--- config.mk ---
export PLATFORM = sky130hd
export DESIGN_NAME = dcache
export DESIGN_NICKNAME = d
export VERILOG_FILES = /design/src/rtl/dcache.sv
export SDC_FILE = /design/constraint.sdc
export NUM_CORES = 1
export LEC_CHECK = 0
export ABC_AREA = 1
export CAP_MARGIN = 5
export CORE_UTILIZATION = 30
export DETAILED_ROUTE_END_ITERATION = 8
export DONT_BUFFER_PORTS = 1
export GPL_TIMING_DRIVEN = 0
export PLACE_DENSITY_LB_ADDON = 0.2
export SETUP_SLACK_MARGIN = 0.02
export SLEW_MARGIN = 20
export SYNTH_ARGS = -nofsm -noshare
export SYNTH_HDL_FRONTEND = slang
export SYNTH_SLANG_ARGS = --single-unit
--- constraint.sdc ---
create_clock -name CLK -period 4.3 [get_ports CLK]
set_clock_uncertainty 0.2 [all_clocks]
set_input_delay 0.215 -clock CLK [delete_from_list [all_inputs] [get_ports CLK]]
set_output_delay 0.215 -clock CLK [all_outputs]
set_load 0.02 [all_outputs]
--- src/rtl/dcache.sv ---
// Direct-mapped write-back data cache: 8 blocks x 4 bytes, blocking CPU interface.
// Optional hit/miss statistics counters are built when DCACHE_STATS_EN is defined.
//
// state        | meaning
// -------------+---------------------------------------------------------
// S_IDLE       | serving hits; a miss starts a refill
// S_WRITE_BACK | dirty victim block being written to memory
// S_FETCH      | requested block being read from memory
// S_UPDATE     | fill data, tag and valid written into the block
module dcache (
    input  logic        CLK,
    input  logic        RESET,
    input  logic        READ,
    input  logic        WRITE,
    input  logic [7:0]  ADDRESS,
    input  logic [7:0]  WRITEDATA,
    output logic [7:0]  READDATA,
    output logic        BUSYWAIT,
    output logic        MEM_READ,
    output logic        MEM_WRITE,
    output logic [5:0]  MEM_ADDRESS,
    output logic [31:0] MEM_WRITEDATA,
    input  logic [31:0] MEM_READDATA,
    input  logic        MEM_BUSYWAIT
`ifdef DCACHE_STATS_EN
    ,
    output logic [15:0] HIT_COUNT,
    output logic [15:0] MISS_COUNT
`endif
);

    typedef enum logic [1:0] {
        S_IDLE,
        S_WRITE_BACK,
        S_FETCH,
        S_UPDATE
    } state_t;

    state_t state;
    state_t next_state;

    logic [31:0] data_mem [8];
    logic [2:0]  tag_mem  [8];
    logic [7:0]  valid;
    logic [7:0]  dirty;

    logic [2:0]  addr_tag;
    logic [2:0]  idx;
    logic [1:0]  off;
    logic        access;
    logic        hit;
    logic [31:0] cur_block;
    logic        mem_read;
    logic        mem_write;
    logic        write_hit;
    logic        fill;

    assign addr_tag  = ADDRESS[7:5];
    assign idx       = ADDRESS[4:2];
    assign off       = ADDRESS[1:0];
    assign access    = READ | WRITE;
    assign hit       = valid[idx] && (tag_mem[idx] == addr_tag);
    assign cur_block = data_mem[idx];
    assign READDATA  = cur_block[{off, 3'b000} +: 8];

    // Strobes and stall are forced low while reset is held, before the state register clears.
    assign BUSYWAIT  = !RESET && access && (!hit || (state != S_IDLE));
    assign MEM_READ  = mem_read && !RESET;
    assign MEM_WRITE = mem_write && !RESET;

    assign write_hit = !RESET && (state == S_IDLE) && WRITE && hit;
    assign fill      = !RESET && (state == S_UPDATE);

    always_ff @(posedge CLK) begin
        if (RESET) begin
            state <= S_IDLE;
        end else begin
            state <= next_state;
        end
    end

    always_comb begin
        next_state    = state;
        mem_read      = 1'b0;
        mem_write     = 1'b0;
        MEM_ADDRESS   = {addr_tag, idx};
        MEM_WRITEDATA = cur_block;
        case (state)
            S_IDLE: begin
                if (access && !hit) begin
                    next_state = dirty[idx] ? S_WRITE_BACK : S_FETCH;
                end
            end
            S_WRITE_BACK: begin
                mem_write   = 1'b1;
                MEM_ADDRESS = {tag_mem[idx], idx};
                if (!MEM_BUSYWAIT) begin
                    next_state = S_FETCH;
                end
            end
            S_FETCH: begin
                mem_read = 1'b1;
                if (!MEM_BUSYWAIT) begin
                    next_state = S_UPDATE;
                end
            end
            S_UPDATE: begin
                next_state = S_IDLE;
            end
        endcase
    end

    always_ff @(posedge CLK) begin
        if (RESET) begin
            valid <= '0;
            dirty <= '0;
        end else if (write_hit) begin
            dirty[idx] <= 1'b1;
        end else if (fill) begin
            valid[idx] <= 1'b1;
            dirty[idx] <= 1'b0;
        end
    end

    // Data and tags carry no reset; valid bits alone decide whether they mean anything.
    always_ff @(posedge CLK) begin
        if (write_hit) begin
            data_mem[idx][{off, 3'b000} +: 8] <= WRITEDATA;
        end else if (fill) begin
            data_mem[idx] <= MEM_READDATA;
            tag_mem[idx]  <= addr_tag;
        end
    end

`ifdef DCACHE_STATS_EN
    logic [15:0] hit_count;
    logic [15:0] miss_count;
    logic        after_fill;

    // The first IDLE cycle after a fill resolves a miss already counted, so it is not a hit.
    always_ff @(posedge CLK) begin
        if (RESET) begin
            hit_count  <= '0;
            miss_count <= '0;
            after_fill <= 1'b0;
        end else begin
            after_fill <= (state == S_UPDATE);
            if ((state == S_IDLE) && access && hit && !after_fill && (hit_count != 16'hFFFF)) begin
                hit_count <= hit_count + 16'd1;
            end
            if ((state == S_IDLE) && (next_state != S_IDLE) && (miss_count != 16'hFFFF)) begin
                miss_count <= miss_count + 16'd1;
            end
        end
    end

    assign HIT_COUNT  = hit_count;
    assign MISS_COUNT = miss_count;
`endif

endmodule

-- Word-level counts from Yosys, hierarchy flattened
Memory sizes are Yosys's and may differ from the RTL's.
Cells that the tools add are included.
Widths: inputs -> output; s select.
- bits in registers: 18
- logic and storage cells: 128
- memories kept: 2
- output and inout port bits: 49
- memory bits (writable): 280
- input port bits: 53
- memory list (name ; words ; width ; rd ports ; clocked after memory_dff ; write ports ; RTL line ; RTL):
    data_mem ; 8 ; 32 ; 1 ; 0 ; 1 ; 42 ; logic [31:0] data_mem [8];
    tag_mem ; 8 ; 3 ; 1 ; 0 ; 1 ; 43 ; logic [2:0] tag_mem [8];
- bitwise gates (word level): 38
- shift operators: 3
- equality and inequality tests: 7
- reductions and logical operators: 19
- add/sub/neg operators: 1
- magnitude comparators: 2
- muxes and demuxes: 53
- operators with widths (kind ; count):
    $mux 1 ; 41
    $or 1x1->1 ; 33
    $mux 32 ; 1
    $shift 8x7->32 const A ; 1
    $shiftx 32x6->8 ; 1
    $shiftx 8x7->32 ; 1
    $mux 8 ; 2
    $or 8x8->8 ; 2
    $logic_and 1x1->1 ; 11
    $and 8x8->8 ; 1
    $mux 2 ; 4
    $not 8->8 ; 1
    $pmux 2 s4 ; 1
    $neg 5->7 ; 1
    $bmux 1 s3 ; 2
    $mux 6 ; 1
    $eq 2x2->1 const B ; 2
    $lt 3x4->1 const B ; 1
    $ne 2x2->1 const B ; 2
    $reduce_bool 2->1 ; 2
    $demux 1 s3 ; 1
    $eq 3x3->1 ; 1
    $ge 3x1->1 const B ; 1
    $reduce_and 3->1 ; 1
    7 further kinds ; 8

-- Logic depth before layout (Yosys ltp)
- word-level depth: 8
- mapped depth: 15
- depth with buffers taken out: 13

-- Worst setup path before layout
Ideal clock, no wire load.
- path kind: reg-to-reg
- from: register state[0]
- to: memory data_mem[5][0], enable pin
- clock period less this slack: 2.455 ns
- data required time: 3.730 ns
- buffers on the path: 0
- arrival: 1.885 ns
- path slack: 1.845 ns
- setup time: 0.370 ns
- stages on the path, launching flop included: 10
- path through: dfxtp_1 inv_1 ha_1 a21boi_0 nand3_1 nor2_2 nand3_4 o21ai_2 nand2_1 nor2_1
- cells in the longest elaborated chain, start to end: 7
- elaborated cells between the ends (all ways): 12
- those cells by class: 1 x eq/ne; 5 x mux; 1 x bitwise; 5 x reduce/logical
- RTL lines (element ; RTL line ; RTL):
    start: declaration ; 39 ; state_t state;
    start signal: assignment ; 78 ; state <= next_state;
    $logic_not 2->1 ; 71 ; assign write_hit = !RESET && (state == S_IDLE) && WRITE && hit;
    $logic_and 1x1->1 (3 in series) ; 71 ;
    $mux 1 ; 127 ; if (write_hit) begin
    $mux 32 (not written as such) or $mux 1 (tied branches) ; 128, 130 ;
    $or 1x1->1 (no line) * ; n/a ;
    end: declaration ; 42 ;
Mark *: on every way between the ends. The rest lies on a longest branch, timed or not.

-- Worst setup path in the final report
- from: input port ADDRESS[4]
- to: output port READDATA[5]
- cells in the longest elaborated chain, start to end: 2
- RTL lines (element ; RTL line ; RTL):
    start: declaration ; 15 ; input logic [7:0] ADDRESS,
    $mem_v2 8x32 ; n/a ;
    net MEM_WRITEDATA[21] ; 22 ; output logic [31:0] MEM_WRITEDATA,
    $shiftx 32x6->8 ; 64 ; assign READDATA = cur_block[{off, 3'b000} +: 8];
    end: declaration ; 17 ; output logic [7:0] READDATA,
The timed path passes the listed nets, and every way through them passes these cells.

==> results.md <==
- Setup bufs post-CTS: 0
- Vias post-DR: 8806
- Largest net degree at the start of global routing: 14
- Non-filler cells, final: 1747
- Clk buf depth: 3
- Most used DFF post-synth: edfxtp_1
- Clock sinks: between 200 and 300
- Most area-hungry cell type in the Yosys netlist: edfxtp_1
- Lkg Pwr: 5.46 nW
- First DRT Iteration DRCs: between 800 and 900
- Worst-path maximum fanout: 10
- Core ar.: 41000 µm²
- HP Class: input pin to flip-flop
- Chip width: 206 µm
- Critical path class: input pin to output pin
- I/O pin cnt: 102
- Hold Fails Final Rpt: 0
- CTS root buffer: clkbuf_16
- Cell Chain, Critical Path: nand2_1 -> nor2_1 -> clkbuf_1 -> buf_1 -> nand2_1 -> nand4_1 -> nor2_1 -> o22ai_1
- Share of cells above drive strength 1: 5.93%
- CTS Buf Count: 34
- Syn Inst Count: about 1100
- CP Data Arrival Time: 3.68 ns
- Post-synth EDFFs: 280
- Leading cell type in the layout, fill and taps excluded: nand2_1
- ANT cells: 0
- Initial Utilization: 30.6%
- Yosys warnings: 0
- Minimum clock period: 4.10 ns
- Failing checks: DRC
- Top cells by area, synth: edfxtp_1 67%, nand2_1 10%, nor2_1 3.3%
- PortBufs: 0
- Syn Nets: 1184
- Slowest CP cell: buf_1
- Power Dens Cells: between 400 and 500 nW/µm²
- Latest clock arrival within the worst-skew pair: 0.51 ns
- Synthesis-to-finish area growth: 16.4%
- Cell area after synthesis: roughly 13000 µm²
- Clock slew at reported path FFs: 0.06 ns
- FMAX: between 200 and 250 MHz
- Final setup vio count: 0
- Kind of cell adding the most delay to the critical path: simple AND/OR/NAND/NOR gates
- # DRC: 6
- Fin Setup TNS: 0 ns
- Power consumption: 6.75 mW
- Yosys top cell area share: ~67%
- Maximum VDD drop: 0.000193 V
- Overflow after GRT: 0
- Synth Area per Inst: 11.2 µm²
- Routed WL: between 40 and 50 mm
- Vias in the first global route: 8240
- HPWL Detailed: 28.9 mm
- Placed cell count: around 1700
- Gr usage total: 19.8%
- Commonest cells after routing, fill and taps aside: 334 x nand2_1, 280 x edfxtp_1, 110 x nor2_1, 96 x inv_1, 56 x nand3_1
- Crit share post-route: 95.3%
- Max-cap violations: 0
- Crit path buf inv count: 2
- Core Util, Final: 35.6%
- Seq/Total Area, Yosys: a little over two thirds
- Fin. max-slew vios: 0
- CTS tree: built
- Register bit total from synthesis: between 200 and 300
- NumNets Final: 1255
- Wire per inst: 23.9 µm
- Gpl congestion: ~0.87
- Slew @ Worst Pin: ~1.2 ns
- CP required: 3.88 ns
- Max incr delay on CP: a little under 0.8 ns
- Pre-Repair DR Iteration Count: 9
- Slew HR: 22.0%
- Startpoint Class: input pin
- Row Count: 74
- Chip Height: slightly above 200 µm
- First-pass GRT wire length: around 60 mm
- Antenna Violating Nets Remaining: 0
- Initial antenna violation count: 0
- Vias/cell: 5.04
- Crit. End Element: output pin
- Post-synth ARST share: 0%
- Post-synth cell types: 37
- Die area: 42600 µm²
- H-tree depth: 2
- RSZ-0062 raised after global routing: false
- Run status: finished, violations left
==> synth_stat cells, types with 17 or more instances <==
master    instances
edfxtp_1        280
nand2_1         334
dfxtp_1          18
inv_1            96
clkbuf_1         29
nand4_1          19
o21ai_0          20
nand3_1          56
a22oi_1          20
a221oi_1         17
nor2_1          111
a21oi_1          26
==> area by class of cell <==
class,count,area (µm²)
Buffer,46,199
Inverter,101,379
Clock inverter,18,136
Tap cell,532,666
Multi-Input combinational cell,676,3200
Timing Repair Buffer,35,350
Clock buffer,41,898
Sequential cell,298,8770
Fill cell,4071,26400
==> cells by family (layout without fill, tap and decap cells) <==
kind of cell	count (synthesis)	in the layout	share of synthesized area, %
AO/OA/AOI/OAI	121	121	6.68
adder cells (fa/ha/maj)	10	10	0.998
buffers and inverters	147	241	4.61
flip-flops	298	298	69.9
AND/OR/NAND/NOR	545	545	17.8
==> registers in the layout, indices dropped and copies added, names as in the netlist, named ones only <==
name and flops:
tag_mem 24, valid 8, data_mem 256, state 2
==> final timing paths <==
path / startpoint / to / slack [ns] / cells after the start
max: ADDRESS[4] / READDATA[5] / 0.20 / 8
min: WRITEDATA[0] / data_mem[7][24] / 0.003 / 2
max reg2reg: state[0] / data_mem[0][14] / 0.76 / 9
min reg2reg: valid[3] / valid[3] / 0.25 / 2
==> through the flow <==
stage	setup slack [ns]	instance area, µm²	hold WS [ns]
3_3_place_gp	0.252	13200	0.115
4_1_cts	0.273	14600	0.00419
6_report	0.201	14600	0.00271
3_5_place_dp	0.274	13200	0.115
2_1_floorplan	1.84	12500	0.114
5_1_grt	0.178	14600	0.0298
==> routing by layer <==
metal	wire [µm]	part of all wire (%)	track usage [%]
met1	18300	44	27.1
met2	19100	46	31.4
met3	3320	8.0	4.49
met4	1010	2.4	5.65
met5	0	0	0
==> power breakdown <==
group | leakage, nW | total, mW | internal (mW) | switching [mW]
sequential | 2.72 | 3.27 | 3.25 | 0.0161
combinational | 2.23 | 0.756 | 0.177 | 0.579
clock | 0.509 | 2.73 | 1.56 | 1.17
total | 5.46 | 6.75 | 4.98 | 1.77
==> worst reg2reg max path, delay by kind of cell (launching register included) <==
| family | cells | cell delay (ns) |
|---|---|---|
| buffers and inverters | 1 | 0.11 |
| flip-flops | 1 | 0.34 |
| AO/OA/AOI/OAI | 2 | 0.41 |
| adder cells (fa/ha/maj) | 1 | 0.23 |
| AND/OR/NAND/NOR | 5 | 1.90 |
==> timing repair <==
| item | 4_1_cts | 5_1_grt |
|---|---|---|
| resized for setup | 0 | 0 |
| endpoints found under the hold margin | 235 | 0 |
| hold buffers | 35 | 0 |
No activity file was read; power rests on OpenSTA's default activity.
